File: src/rtl/prng_lut_pkg.sv
// Shared types and the quantised epsilon table for the multi-channel epsilon PRNG.
// Every channel indexes EPS_LUT with its current state value.
package prng_lut_pkg;

  typedef enum logic {
    MODE_XSA  = 1'b0,
    MODE_LFSR = 1'b1
  } mode_e;

  localparam logic [0:0] ST_UNSEEDED = 1'b0;
  localparam logic [0:0] ST_RUN      = 1'b1;

  localparam int LUT_DEPTH = 32;

  // Monotone decay from 1.0 (Q.10) down to zero; the top two slots are hard zero.
  localparam logic [15:0] EPS_LUT [0:LUT_DEPTH-1] = '{
    16'h0400, 16'h0400, 16'h03E0, 16'h03C0, 16'h03A0, 16'h0380, 16'h0360, 16'h0340,
    16'h0320, 16'h0300, 16'h02E0, 16'h02C0, 16'h02A0, 16'h0280, 16'h0260, 16'h0240,
    16'h0220, 16'h0200, 16'h01F0, 16'h01E0, 16'h01C7, 16'h01A0, 16'h0180, 16'h0155,
    16'h0130, 16'h0110, 16'h00F0, 16'h00D0, 16'h00A0, 16'h0071, 16'h0000, 16'h0000
  };

endpackage

File: src/rtl/prng_lut_multi_if.sv
// Control and sample bus of the multi-channel epsilon PRNG.
// Channel c of seed/state_dbg/out_data sits at row [c] (same bit layout as [c*W +: W]).
interface prng_lut_multi_if #(
  parameter int NUM_CH  = 4,
  parameter int STATE_W = 5,
  parameter int OUT_W   = 16,
  parameter int CNT_W   = 16
);
  logic                             mode;
  logic                             seed_load;
  logic [NUM_CH-1:0][STATE_W-1:0]   seed;
  logic                             out_valid;
  logic                             out_ready;
  logic [NUM_CH-1:0][OUT_W-1:0]     out_data;
  logic [NUM_CH-1:0][STATE_W-1:0]   state_dbg;
  logic [CNT_W-1:0]                 sample_cnt;

  modport master (
    output mode, seed_load, seed, out_ready,
    input  out_valid, out_data, state_dbg, sample_cnt
  );

  modport slave (
    input  mode, seed_load, seed, out_ready,
    output out_valid, out_data, state_dbg, sample_cnt
  );
endinterface

File: src/rtl/prng_lut_ch.sv
// One PRNG channel: state register, xorshift-add / Galois LFSR step, epsilon LUT read.
// PRNG_SIGN_EN: negate the sample when the new state has odd parity.
module prng_lut_ch
  import prng_lut_pkg::*;
#(
  parameter int                 STATE_W = 5,
  parameter int                 OUT_W   = 16,
  parameter int                 SHIFT   = 4,
  parameter int                 INC     = 3,
  parameter logic [STATE_W-1:0] TAPS    = 5'b10100
) (
  input  logic               clk,
  input  logic               rst_n,
  input  logic               load,
  input  logic               adv,
  input  mode_e              mode,
  input  logic [STATE_W-1:0] seed,
  output logic [STATE_W-1:0] state,
  output logic [OUT_W-1:0]   data
);

  logic [STATE_W-1:0] shl, xsa_next, lfsr_next, seed_eff, nxt_state;
  logic [OUT_W-1:0]   lut_val, nxt_data;

  always_comb begin
    shl      = state << SHIFT;
    xsa_next = (state ^ shl) + STATE_W'(INC);

    // Zero is a lock-up state for the LFSR; it can appear after a mode switch.
    if (state == '0)
      lfsr_next = STATE_W'(1);
    else if (state[0])
      lfsr_next = (state >> 1) ^ TAPS;
    else
      lfsr_next = state >> 1;

    seed_eff = ((mode == MODE_LFSR) && (seed == '0)) ? STATE_W'(1) : seed;

    if (load)
      nxt_state = seed_eff;
    else if (mode == MODE_LFSR)
      nxt_state = lfsr_next;
    else
      nxt_state = xsa_next;

    lut_val = OUT_W'(EPS_LUT[nxt_state]);
`ifdef PRNG_SIGN_EN
    nxt_data = (^nxt_state) ? (~lut_val + OUT_W'(1)) : lut_val;
`else
    nxt_data = lut_val;
`endif
  end

  always_ff @(posedge clk) begin
    if (!rst_n) begin
      state <= '0;
      data  <= '0;
    end else if (load || adv) begin
      state <= nxt_state;
      data  <= nxt_data;
    end
  end

endmodule

File: src/rtl/prng_lut_multi.sv
// Multi-channel epsilon PRNG top: seed/run FSM, valid/ready handshake, accepted-set counter.
// Optional PRNG_SIGN_EN signs samples by state parity (inside prng_lut_ch).
module prng_lut_multi
  import prng_lut_pkg::*;
#(
  parameter int                 NUM_CH  = 4,
  parameter int                 STATE_W = 5,
  parameter int                 OUT_W   = 16,
  parameter int                 SHIFT   = 4,
  parameter int                 INC     = 3,
  parameter logic [STATE_W-1:0] TAPS    = 5'b10100,
  parameter int                 CNT_W   = 16
) (
  input logic              clk,
  input logic              rst_n,
  prng_lut_multi_if.slave  bus
);

  logic [0:0]       fsm;
  logic             valid_q;
  logic [CNT_W-1:0] cnt_q;
  logic             accept, adv;
  mode_e            mode;

  assign mode   = mode_e'(bus.mode);
  // Ready is meaningless before the first seed, so accept is gated by RUN.
  assign accept = valid_q && bus.out_ready && (fsm == ST_RUN);
  // A simultaneous seed load still consumes the current set but owns the state update.
  assign adv    = accept && !bus.seed_load;

  always_ff @(posedge clk) begin
    if (!rst_n) begin
      fsm     <= ST_UNSEEDED;
      valid_q <= 1'b0;
      cnt_q   <= '0;
    end else begin
      if (bus.seed_load) begin
        fsm     <= ST_RUN;
        valid_q <= 1'b1;
      end
      if (accept)
        cnt_q <= cnt_q + CNT_W'(1);
    end
  end

  genvar c;
  generate
    for (c = 0; c < NUM_CH; c++) begin : g_ch
      prng_lut_ch #(
        .STATE_W (STATE_W),
        .OUT_W   (OUT_W),
        .SHIFT   (SHIFT),
        .INC     (INC),
        .TAPS    (TAPS)
      ) u_ch (
        .clk   (clk),
        .rst_n (rst_n),
        .load  (bus.seed_load),
        .adv   (adv),
        .mode  (mode),
        .seed  (bus.seed[c]),
        .state (bus.state_dbg[c]),
        .data  (bus.out_data[c])
      );
    end
  endgenerate

  assign bus.out_valid  = valid_q;
  assign bus.sample_cnt = cnt_q;

endmodule

File: src/flat_wrapper.sv
// flat-port wrapper written by rule: the top's interface ports become plain ports
module prng_lut_multi_flat import prng_lut_pkg::*;
#(
  parameter int                 NUM_CH  = 4,
  parameter int                 STATE_W = 5,
  parameter int                 OUT_W   = 16,
  parameter int                 SHIFT   = 4,
  parameter int                 INC     = 3,
  parameter logic [STATE_W-1:0] TAPS    = 5'b10100,
  parameter int                 CNT_W   = 16
)
  (clk, rst_n, bus_mode, bus_seed_load, bus_seed, bus_out_ready, bus_out_valid, bus_out_data, bus_state_dbg, bus_sample_cnt);
  prng_lut_multi_if #(.NUM_CH(NUM_CH), .STATE_W(STATE_W), .OUT_W(OUT_W), .CNT_W(CNT_W)) bus_i ();
  input logic clk;
  input logic rst_n;
  input wire logic [$bits(bus_i.mode)-1:0] bus_mode;
  input wire logic [$bits(bus_i.seed_load)-1:0] bus_seed_load;
  input wire logic [$bits(bus_i.seed)-1:0] bus_seed;
  input wire logic [$bits(bus_i.out_ready)-1:0] bus_out_ready;
  output wire logic [$bits(bus_i.out_valid)-1:0] bus_out_valid;
  output wire logic [$bits(bus_i.out_data)-1:0] bus_out_data;
  output wire logic [$bits(bus_i.state_dbg)-1:0] bus_state_dbg;
  output wire logic [$bits(bus_i.sample_cnt)-1:0] bus_sample_cnt;
  assign bus_i.mode = bus_mode;
  assign bus_i.seed_load = bus_seed_load;
  assign bus_i.seed = bus_seed;
  assign bus_i.out_ready = bus_out_ready;
  assign bus_out_valid = bus_i.out_valid;
  assign bus_out_data = bus_i.out_data;
  assign bus_state_dbg = bus_i.state_dbg;
  assign bus_sample_cnt = bus_i.sample_cnt;
  prng_lut_multi #(.NUM_CH(NUM_CH), .STATE_W(STATE_W), .OUT_W(OUT_W), .SHIFT(SHIFT), .INC(INC), .TAPS(TAPS), .CNT_W(CNT_W)) u_core (.clk(clk), .rst_n(rst_n), .bus(bus_i));
endmodule
File: config.mk
export PLATFORM = sky130hd
export DESIGN_NAME = prng_lut_multi_flat
export DESIGN_NICKNAME = d
export VERILOG_FILES = /design/src/rtl/prng_lut_pkg.sv /design/src/rtl/prng_lut_multi_if.sv /design/src/rtl/prng_lut_ch.sv /design/src/rtl/prng_lut_multi.sv /design/src/flat_wrapper.sv
export SDC_FILE = /design/constraint.sdc
export NUM_CORES = 1
export LEC_CHECK = 0
export ABC_CLOCK_PERIOD_IN_PS = 3400
export BUFFER_PORTS_ARGS = -buffer_cell sky130_fd_sc_hd__clkbuf_2
export CORE_MARGIN = 2
export CORE_UTILIZATION = 51
export DETAILED_ROUTE_END_ITERATION = 10
export PLACE_DENSITY_LB_ADDON = 0.12
export SLEW_MARGIN = 20
export SYNTH_ARGS = -nofsm -noshare
export SYNTH_HDL_FRONTEND = slang
export SYNTH_SLANG_ARGS = --single-unit
File: constraint.sdc
create_clock -name clk -period 3.4 [get_ports clk]
set_input_delay 0.17 -clock clk [delete_from_list [all_inputs] [get_ports clk]]
set_output_delay 0.17 -clock clk [all_outputs]
set_load 0.05 [all_outputs]
# ---- Yosys cells after proc, flatten, opt, wreduce, memory -nomap -nowiden
# Memories as Yosys holds them, arrays and structs flattened. A register that Yosys moved wholly into a read port is not among the register bits.
# Index checks and enable logic that the tools add are counted.
dict set report classes {
  bitwise 12
  reduce_logical 21
  mux 20
  addsub 5
}
# cell n
set op_table {}
lappend op_table {{5-bit two-way mux} 20}
lappend op_table {{5-bit zero test} 8}
lappend op_table {{5-bit inverter with 6-bit output} 4}
lappend op_table {{5-bit by 2-bit adder with 5-bit output, second input constant} 4}
lappend op_table {{5-bit bitwise XOR} 4}
lappend op_table {{16-bit by 1-bit adder with 16-bit output, second input constant} 1}
lappend op_table {{1-bit inverter with 2-bit output} 4}
lappend op_table {{1-bit logical AND} 7}
lappend op_table {{1-bit zero test} 5}
lappend op_table {{1-bit logical OR} 1}
dict set report totals {
  romBits 2048
  memories 4
  output_inout_bits 101
  register_bits 37
  inputBits 25
}
# memory words width rd rd_ports_with_merged_regs write_ports line
set memory_table {}
lappend memory_table {{(name not given)} 32 16 1 1 0 prng_lut_ch.sv:46} ;# lut_val = OUT_W'(EPS_LUT[nxt_state]);
lappend memory_table {{(name not given)} 32 16 1 1 0 prng_lut_ch.sv:46}
lappend memory_table {{(name not given)} 32 16 1 1 0 prng_lut_ch.sv:46}
lappend memory_table {{(name not given)} 32 16 1 1 0 prng_lut_ch.sv:46}

# ---- Longest topological paths before layout
dict set report logic_depth {
  ltp_word 6
  ltp_mapped 12
  depth_no_buf 12
}

# ---- By module
# A second synthesis with hierarchy kept.
dict set report hier_totals {
  cells_unflattened 639
  area_unflattened_um2 5403.9
}
# mod cells_each seq_area_each_um2 area_each_um2 n_inst
set by_module_without_submodules {}
lappend by_module_without_submodules {{prng_lut_ch (u_core.g_ch[2].u_ch ...)} 131 300.3 1138.6 2}
lappend by_module_without_submodules {{prng_lut_ch (u_core.g_ch[1].u_ch)} 152 300.3 1238.7 1}
lappend by_module_without_submodules {{prng_lut_ch (u_core.g_ch[0].u_ch)} 140 300.3 1141.1 1}
lappend by_module_without_submodules {prng_lut_multi 85 340.3 747.0 1}

# ---- Worst setup path before layout
# No wires, ideal clock.
dict set report synth_timing {
  path_type {register to register}
  from {reg u_core.g_ch[0].u_ch.state[0]}
  to {reg u_core.g_ch[0].u_ch.data[5]}
  required_time_ns 3.299
  setup_time_ns 0.101
  arrival_ns 2.974
  stages_incl_launch_ff 13
  path_slack_ns 0.325
  cell_sequence {dfxtp_1 > inv_1 > ha_1 > inv_1 > mux2i_1 > o21ai_0 > inv_1 > ha_1 > a21boi_1 > inv_1 > a311oi_1 > nor3_1 > o41ai_1}
}
dict set report synth_between {
  elab_chain_cells 5
}
# element line
set synth_rtl {}
lappend synth_rtl {{from (decl)} prng_lut_ch.sv:18} ;# output logic [STATE_W-1:0] state,
lappend synth_rtl {{from (signal assigned)} prng_lut_ch.sv:59} ;# state <= nxt_state;
lappend synth_rtl {{5-bit bitwise XOR / 5-bit zero test (equally long branches)} {prng_lut_ch.sv:27, prng_lut_ch.sv:30}}
lappend synth_rtl {{5-bit by 2-bit adder with 5-bit output / 5-bit two-way mux (equally long branches)} {prng_lut_ch.sv:27, prng_lut_ch.sv:30}}
lappend synth_rtl {{5-bit two-way mux (*)} prng_lut_ch.sv:41} ;# else if (mode == MODE_LFSR)
lappend synth_rtl {{5-bit two-way mux (*)} prng_lut_ch.sv:39} ;# if (load)
lappend synth_rtl {{via u_core.g_ch[0].u_ch.nxt_state[1]} prng_lut_ch.sv:22} ;# logic [STATE_W-1:0] shl, xsa_next, lfsr_next, seed_eff, nxt_state;
lappend synth_rtl {{5-bit inverter with 6-bit output (not written as such) (*)} prng_lut_ch.sv:46}
lappend synth_rtl {{to (decl)} prng_lut_ch.sv:19} ;# output logic [OUT_W-1:0] data
# Mark *: on every way through the listed nets, which the timed path passes. The rest lies on a longest branch.
# A chain may end at the register's enable or synchronous reset.

# ---- Worst setup path in the final report
dict set report layout_timing {
  from {reg u_core.g_ch[1].u_ch.state[0]}
  to {reg u_core.g_ch[1].u_ch.data[4]}
}
dict set report layout_between {
  elab_chain_cells 5
}
# element line
set layout_rtl {}
lappend layout_rtl {{from (decl)} prng_lut_ch.sv:18}
lappend layout_rtl {{from (signal assigned)} prng_lut_ch.sv:59}
lappend layout_rtl {{5-bit bitwise XOR / 5-bit zero test (equally long branches)} {prng_lut_ch.sv:27, prng_lut_ch.sv:30}}
lappend layout_rtl {{5-bit by 2-bit adder with 5-bit output / 5-bit two-way mux (equally long branches)} {prng_lut_ch.sv:27, prng_lut_ch.sv:30}}
lappend layout_rtl {{5-bit two-way mux (*)} prng_lut_ch.sv:41}
lappend layout_rtl {{5-bit two-way mux (*)} prng_lut_ch.sv:39}
lappend layout_rtl {{via u_core.g_ch[1].u_ch.nxt_state[0]} prng_lut_ch.sv:22}
lappend layout_rtl {{5-bit inverter with 6-bit output (not written as such) (*)} prng_lut_ch.sv:46}
lappend layout_rtl {{to (decl)} prng_lut_ch.sv:19}
# Marked as above.

==> metrics.txt <==
total CTS buffers 9; initial antenna violation count 0; Layout area overhead 14.5%; worst slew pin tran about 1.0 ns; drt drc 0; largest net degree at the start of global routing 60; via count approximately 4700; Final Hold Viols 0; Die X 105 µm; flops & latches, synth between 70 and 80; Critical Path Stages 10; crit end category register; storage element area about 1500 µm²; LEAKAGE ~0.0026 µW; crit path DAT between 2 and 3 ns; RSZ-0062 raised after global routing false; maxcap violations 0; Area contributors post-synth dfxtp_1 30%, ha_1 10%, nand2_1 4.5%; Post-synth EDFFs 0; Clock Power Share between 30% and 40%; clock slew at reported path FFs around 0.09 ns; Filler cells around 930; Post-CTS Resized 0; DR WL/cell roughly 15 µm; Mapped Cells around 630; I/O Buffers 101; Crit Path Category register to register; number of placement rows 36; final wirelength approximately 13 mm; sequential power share a little over a third; Main synth FF type dfxtp_1; vias in the first global route ~4200; first-pass GRT wire length 20.8 mm; Clock Path Buffers 2; final setup skew about 0.011 ns; CTS sink count 77; Worst path slowest cell or4b_1; Post-Syn Area per Cell 8.18 µm²; core box area 9820 µm²; Total GRT Usage a little under a quarter; CP startpoint u_core.g_ch[1].u_ch.state[0]; r2r endpoint u_core.g_ch[1].u_ch.data[4]; Vias per Instance between 5 and 6; Final #Nets just under 800; post-route ant nets 0; H-tree levels 3; Iteration-0 DRC Markers 233; Synth cell types 71; leading area contributor after synthesis dfxtp_1; worst vdd ir 0.000256 V; mapped cell area 5160 µm²; status complete, no violations; starting density of the core 52.6%; post-synth top area share 29.9%; Cell Pwr Density between 400 and 500 nW/µm²; min Tclk post-route 2.71 ns; crit path to u_core.g_ch[1].u_ch.data[4]; Die Span Y between 100 and 150 µm; diodes inserted 0; register-to-register setup slack around 0.7 ns; CP peak stage delay between 0.4 and 0.5 ns; fin util 60.2%; dpl hpwl 9.27 mm; Post-synth top cells 77 x dfxtp_1, 62 x nand2_1, 45 x a21oi_1, 45 x nor2_1, 42 x ha_1; Peak Freq 369 MHz; CTS root buffer clkbuf_8; WP data required between 3 and 4 ns; First-pass DRT Iterations 5; most numerous cell in the Yosys netlist dfxtp_1; TritonCTS clock tree built; Max-Slew Margin vs Limit a little under a third; Async SR Flop Fraction 0%; routability cong. around 0.86; Crit Path Max Fanout 7; TNS Setup 0 ns; internal power between 1500 and 2000 µW; Critical R2R Launch u_core.g_ch[1].u_ch.state[0]; Hold Path Class input port to register; multi-input gate area in the final layout 3210 µm²; Final setup viols 0; Final Cycle Share between 70 and 80%; worst skew pair latency 0.36 ns; sw frac 38.0%; Comb pwr share around a third; critical path buffer and inverter count 2; layout cells sized above 1 ~22%; # Post-CTS Setup Buffers 0; R2R depth 10; crit path cell chain inv_1 > ha_1 > or4b_1 > a31o_2 > a21oi_2 > inv_1 > ha_1 > o311a_1 > o21ai_0 > a21oi_1; CP delay by family, top compound AO/OA/AOI/OAI gates; Startpoint Class register; Die ar. ~11000 µm²; IO Pins around 130; Syn. warnings 0; grt ovf 0; Hold-fix buffers, CTS 0; sw power about 1100 µW; sequential fraction of the synthesis area roughly 30%; Slew Viols, Final 0
==> tightest hold or removal path, delay by kind of cell <==
kind | cells | cell delay, ns
compound gates | 2 | 0.17
buf+inv | 1 | 0.11
simple gates | 1 | 0.12
==> worst min path at each step <==
stage / startpoint / to / slack, ns / depth (start not counted)
2_1_floorplan: bus_seed[4] / u_core.g_ch[0].u_ch.data[10] / 0.44 / 3
3_3_place_gp: u_core.g_ch[2].u_ch.data[10] / u_core.g_ch[2].u_ch.data[10] / 0.44 / 2
3_5_place_dp: u_core.g_ch[0].u_ch.data[10] / u_core.g_ch[0].u_ch.data[10] / 0.45 / 2
4_1_cts: bus_seed[4] / u_core.g_ch[0].u_ch.data[10] / 0.23 / 4
5_1_grt: bus_seed[4] / u_core.g_ch[0].u_ch.data[10] / 0.29 / 4
6_report: bus_seed[4] / u_core.g_ch[0].u_ch.data[10] / 0.25 / 4
==> routing by layer <==
layer | vias to the layer above | wire [µm] | track usage, %
met5 | - | 0 | 0
met4 | 0 | 213 | 8.38
met3 | 16 | 715 | 2.81
met2 | 141 | 5990 | 36.9
met1 | 2174 | 6090 | 32.0
li1 | 2364 | - | -
==> cell usage in the layout, fill, tap and decap left out, types with 13 or more instances in the layout <==
cell type | synthesis | routed
a21oi_1 | 45 | 45
a211oi_1 | 14 | 14
clkbuf_2 | 0 | 101
buf_4 | 25 | 14
nor2_1 | 45 | 44
dfxtp_1 | 77 | 77
inv_1 | 33 | 33
nor3_1 | 14 | 14
nand2_1 | 62 | 62
xor2_1 | 16 | 16
mux2i_1 | 17 | 17
ha_1 | 42 | 42
o211ai_1 | 13 | 13
conb_1 | 1 | 24
o21ai_0 | 27 | 27
==> area by class of cell <==
| cell class | instances | area share (%) |
|---|---|---|
| clock buffers | 10 | 2.33 |
| flip-flops and latches | 77 | 26.1 |
| clock inverters | 6 | 1.86 |
| well taps | 133 | 2.82 |
| multi-input cells | 480 | 54.4 |
| repair buffers | 115 | 10.3 |
| inverters | 35 | 2.22 |
==> power groups by stage <==
stage	combinational, µW	sequential, µW	clock [µW]
floorplan	551	1250	0
finish	943	1030	859
global placement	924	1040	0
global route	1020	1040	904
detailed placement	935	1050	0
CTS	940	1030	877
==> cell families (layout without fill, tap and decap cells) <==
family                   after synthesis  after routing  share of synthesized area [%]
multiplexers                          22             22                           4.39
other                                  1             24                         0.0726
adder cells (fa/ha/maj)               42             42                           10.2
buffers and inverters                 97            166                           9.74
flip-flops                            77             77                           29.9
AO/OA/AOI/OAI                        169            169                           22.5
AND/OR/NAND/NOR                      197            197                           18.9
XOR/XNOR                              26             26                           4.41
==> state kept, by name (all words and copies together) (netlist names) <==
register                cells
u_core.bus.sample_cnt      16
u_core.g_ch.u_ch.state     20
u_core.fsm                  1
u_core.g_ch.u_ch.data      40
==> per-stage QoR <==
stage	instances	hold WS (ns)	power, µW	setup WS [ns]	instance area (µm²)
after CTS	856	0.233	2840	0.732	5910
after global placement	840	0.439	1970	0.837	5660
final	856	0.253	2830	0.693	5910
after global routing	856	0.287	2960	0.451	5910
after floorplan	654	0.437	1800	0.325	5250
after detailed placement	840	0.447	1980	0.745	5660
Power figures use the tool's default switching activity.
